`src/rtl/fma_issue_arbiter.sv`:
```
// fma_issue_arbiter: round-robin share of the FMA issue port, with a tag FIFO
// that routes each returned result line back to the requester that issued it.
module fma_issue_arbiter #(
    parameter int REQ_COUNT    = 2,
    parameter int LINE_WIDTH   = 96,
    parameter int RESULT_WIDTH = 96,
    parameter int TAG_DEPTH    = 16
) (
    input  logic                            clk_in,
    input  logic                            rst_in,
    input  logic [REQ_COUNT-1:0]            req_valid_in,
    input  logic [REQ_COUNT*LINE_WIDTH-1:0] req_abc_in,
    input  logic [REQ_COUNT-1:0]            req_use_new_c_in,
    output logic [REQ_COUNT-1:0]            req_ready_out,
    output logic [LINE_WIDTH-1:0]           abc_out,
    output logic                            abc_valid_out,
    output logic                            use_new_c_out,
    input  logic [RESULT_WIDTH-1:0]         result_line_in,
    input  logic                            result_valid_in,
    output logic [RESULT_WIDTH-1:0]         resp_line_out,
    output logic [REQ_COUNT-1:0]            resp_valid_out,
    output logic [$clog2(TAG_DEPTH):0]      inflight_out,
    output logic                            unexpected_result_out
);
    localparam int PW = $clog2(REQ_COUNT);
    localparam int AW = $clog2(TAG_DEPTH);
    localparam int CW = AW + 1;

    logic [PW-1:0] ptr, gnt_idx;
    logic          gnt_any, can_issue, push, pop;
    logic [AW-1:0] wr_ptr, rd_ptr;
    logic [PW-1:0] tag_mem [TAG_DEPTH];

    always_comb begin
        int idx;
        idx = 0;
        gnt_any = 1'b0;
        gnt_idx = '0;
        for (int k = 0; k < REQ_COUNT; k++) begin
            idx = (int'(ptr) + k) % REQ_COUNT;
            if (!gnt_any && req_valid_in[PW'(idx)]) begin
                gnt_any = 1'b1;
                gnt_idx = PW'(idx);
            end
        end
    end

    // ready is gated by reset so every output reads 0 while rst_in is high
    assign can_issue     = (inflight_out < CW'(TAG_DEPTH)) && !rst_in;
    assign req_ready_out = (gnt_any && can_issue) ? REQ_COUNT'(1) << gnt_idx : '0;
    assign push          = |(req_valid_in & req_ready_out);
    assign pop           = result_valid_in && (inflight_out != '0);

    always_ff @(posedge clk_in)
        if (push) tag_mem[wr_ptr] <= gnt_idx;

    always_ff @(posedge clk_in or posedge rst_in) begin
        if (rst_in) begin
            ptr                   <= '0;
            wr_ptr                <= '0;
            rd_ptr                <= '0;
            inflight_out          <= '0;
            abc_out               <= '0;
            abc_valid_out         <= 1'b0;
            use_new_c_out         <= 1'b0;
            resp_line_out         <= '0;
            resp_valid_out        <= '0;
            unexpected_result_out <= 1'b0;
        end else begin
            abc_valid_out         <= push;
            use_new_c_out         <= push && req_use_new_c_in[gnt_idx];
            resp_valid_out        <= pop ? REQ_COUNT'(1) << tag_mem[rd_ptr] : '0;
            inflight_out          <= inflight_out + CW'(push) - CW'(pop);
            unexpected_result_out <= unexpected_result_out | (result_valid_in && inflight_out == '0);
            if (push) begin
                abc_out <= req_abc_in[gnt_idx*LINE_WIDTH +: LINE_WIDTH];
                ptr     <= (gnt_idx == PW'(REQ_COUNT - 1)) ? '0 : gnt_idx + 1'b1;
                wr_ptr  <= wr_ptr + 1'b1;
            end
            if (pop) begin
                resp_line_out <= result_line_in;
                rd_ptr        <= rd_ptr + 1'b1;
            end
        end
    end
endmodule

```
`config.mk`:
```
export PLATFORM = sky130hd
export DESIGN_NAME = fma_issue_arbiter
export DESIGN_NICKNAME = d
export VERILOG_FILES = /design/src/rtl/fma_issue_arbiter.sv
export SDC_FILE = /design/constraint.sdc
export NUM_CORES = 1
export LEC_CHECK = 0
export BUFFER_PORTS_ARGS = -buffer_cell sky130_fd_sc_hd__buf_4
export CORE_AREA = 2 2 195 197
export DETAILED_ROUTE_END_ITERATION = 8
export DIE_AREA = 0 0 197 199
export PLACE_DENSITY_LB_ADDON = 0.05
export SLEW_MARGIN = 10
export SYNTH_ARGS = -nofsm -noshare
export SYNTH_HDL_FRONTEND = slang
export SYNTH_SLANG_ARGS = --single-unit
```
`constraint.sdc`:
```
create_clock -name clk_in -period 17.5 [get_ports clk_in]
set_clock_uncertainty 0.15 [all_clocks]
set_input_delay 1.75 -clock clk_in [delete_from_list [all_inputs] [get_ports clk_in]]
set_output_delay 1.75 -clock clk_in [all_outputs]
set_load 0.02 [all_outputs]
```
==> flow_summary.toml <==
[route]
vias_per_cell = 4.19
drt_iter0_drc = 297
via_count = 8072
wl_per_cell_um = 17.2
routed_wl_mm = 33.0
drt_first_pass_iters = 4
postRouteAntennaNets = 0
drcViolationCount = 0

[global_routing]
grt_pass1_wl_mm = 49.3
grt_antenna_before_repair = 1
grt_overflow_total = 0
grtUsageTotal_pct = 16.4
grt_pass1_vias = 8207
grt_max_degree = 111

[sta]
slew_headroom_pct = 27.9
finalSetupViolCount = 0
rsz0062_at_grt = "false"
worst_slew_pin_slew_ps = 1080
fin_crit_sh_pct = 26.4
period_minus_slack_ps = 4620
setup_tns_ps = 0
slew_violations = 0
fmax_mhz = 216
finalHoldViolCount = 0

[place]
port_buffers = 498
place_congestion = 0.729
dp_hpwl_mm = 24.4
placed_area_um2 = 13800

[critical_path]
arrival_ps = 2720
worstSetupPathType = "input port to output port"
worst-path-max-fanout = 45
end_kind = "output port"
cp.required_ps = 15600
worstSetupStartpointType = "input port"

[synthesis]
ys_seq_elements = 227
synthCells = 950
yosys-top-cells-area = "dfrtp_1 55%, nand2_1 15%, mux2i_1 10%, edfxtp_1 5.0%, o21ai_1 2.6%"
ys_types = 36
synth_edf_count = 16
netlist_area_um2 = 9670
yosys-top-cells-count = "394 x nand2_1, 211 x dfrtp_1, 98 x mux2i_1"
yosysWarningCount = 0
ys_seq_area_share_pct = 59.6
synth_top_area_share_pct = 54.6
synth_fp_nets = 1257
synthFlopType = "dfrtp_1"
yosys.area.top_type = "dfrtp_1"
avgSynthCellArea_um2 = 10.2
synth_most_common_cell = "nand2_1"
ys_async_sr_fraction_pct = 93.0

[floorplan]
start_util_pct = 26.0
fp-row-count = 71
design.core.area_um2 = 37100
pin_count = 499
die_area_um2 = 39200
die_height_um = 199
dieWidth_um = 197

[clocking]
htree_num_levels = 1
cts.repair.resized = 0
clockRootBuffer = "clkbuf_16"
cts_sinks = 227
clk_pin_slew_ps = 60
insertion_delay_ps = 540
post_cts_buffers = 0
clockBufferDepth = 3
cts_buffers = 29
hold_buffers = 0
cts_tree = "done"

[power_and_ir_drop]
vdd_drop_max_uv = 67.4
p_leak_nw = 8.00
powerDensity_nw_per_um2 = 155

[flow_run]
cap_viol_max_count = 0

[hold_path]
hp-class = "flop to flop"

[finish]
final_area_um2 = 14700
nFillCells = 3732
final_nets = 1737
layout-drive-gt1-share_pct = 38.7
area_delta_synth_final_pct = 52.2
antenna_cells = 0

[run_status]
status = "complete, no violations"
layout make-up:
| class | count | area (µm²) | area share (%) |
|---|---|---|---|
| clock inverter | 7 | 92.6 | 0.629 |
| clock buffer | 45 | 856 | 5.81 |
| inverter | 15 | 68.8 | 0.468 |
| sequential | 227 | 5760 | 39.1 |
| tap | 474 | 593 | 4.03 |
| timing repair buffer | 504 | 3780 | 25.7 |
| multi-input combinational | 653 | 3560 | 24.2 |
cell usage in the layout, fill, tap and decap left out, types with 3 or more instances in the layout:
cell | synthesis | routed
a21oi_1 | 3 | 3
and2_1 | 9 | 9
and3_1 | 5 | 5
buf_4 | 2 | 504
clkbuf_1 | 17 | 9
clkbuf_16 | 0 | 29
clkbuf_8 | 0 | 7
clkinv_2 | 0 | 3
dfrtp_1 | 211 | 211
edfxtp_1 | 16 | 16
ha_1 | 11 | 11
inv_1 | 14 | 12
mux2i_1 | 98 | 98
mux4_2 | 4 | 4
nand2_1 | 394 | 393
nor3b_1 | 4 | 4
o21ai_0 | 47 | 47
o21ai_1 | 50 | 50
xnor2_1 | 8 | 8
through the flow:
stage,std cells,total power (W),util [%],hold WS (ps),worst slack (ps)
6_report,1925,0.00229,39.6,309,12880
5_1_grt,1925,0.00244,39.6,335,12800
4_1_cts,1925,0.00234,39.6,313,12840
3_5_place_dp,1873,0.00172,37.1,299,12620
3_3_place_gp,1873,0.00172,37.1,298,12610
2_1_floorplan,950,0.00129,-,349,9830
cells by family (layout without fill, tap and decap cells):
logic type                 after synthesis  count (layout)  synth area share (%)
xor gates and xnor gates                10              10                 0.906
buffers and inverters                   70             571                  3.70
adders and majority gates               12              12                  1.63
DFF                                    227             227                  59.6
AOI/OAI and AO/OA                      104             104                  5.56
muxes                                  104             104                  11.3
and+or+nand+nor                        423             423                  17.3
final timing paths:
path	start	end	slack, ps	depth (start not counted)
worst min-delay path	unexpected_result_out	unexpected_result_out	310	1
worst min register to register	unexpected_result_out	unexpected_result_out	310	1
max in group asynchronous	rst_in	resp_line_out[62]	14720	3
worst max-delay path	req_valid_in[0]	req_ready_out[1]	12880	4
min in group asynchronous	rst_in	abc_out[80]	1130	2
worst max register to register	inflight_out[3]	inflight_out[4]	13430	15
critical path, stage by stage:
cell	delay [ps]
buf_4	100
nand2_4	390
nor3_1	290
buf_4	190
registers in the layout, summed over array words and instances, names as in the netlist:
signal and count:
abc_out 96, abc_valid_out 1, inflight_out 5, ptr 1, rd_ptr 4, resp_line_out 96, resp_valid_out 2, tag_mem 16
unexpected_result_out 1, use_new_c_out 1, wr_ptr 4
per-layer routing:
| metal | track usage, % | part of all wire, % | vias up |
|---|---|---|---|
| li1 | - | - | 4045 |
| met1 | 20.1 | 40 | 3659 |
| met2 | 27.1 | 48 | 324 |
| met3 | 6.14 | 10 | 42 |
| met4 | 4.20 | 2.1 | 2 |
| met5 | 0 | 0.033 | - |
report_power, final:
part	leakage (nW)	switching [W]	total, W	internal [W]
Sequential	2.74	0.000110	0.000809	0.000698
Combinational	4.79	0.000504	0.000881	0.000377
Clock	0.467	0.000234	0.000597	0.000363
Note: power is estimated with default switching activity, not from simulation.
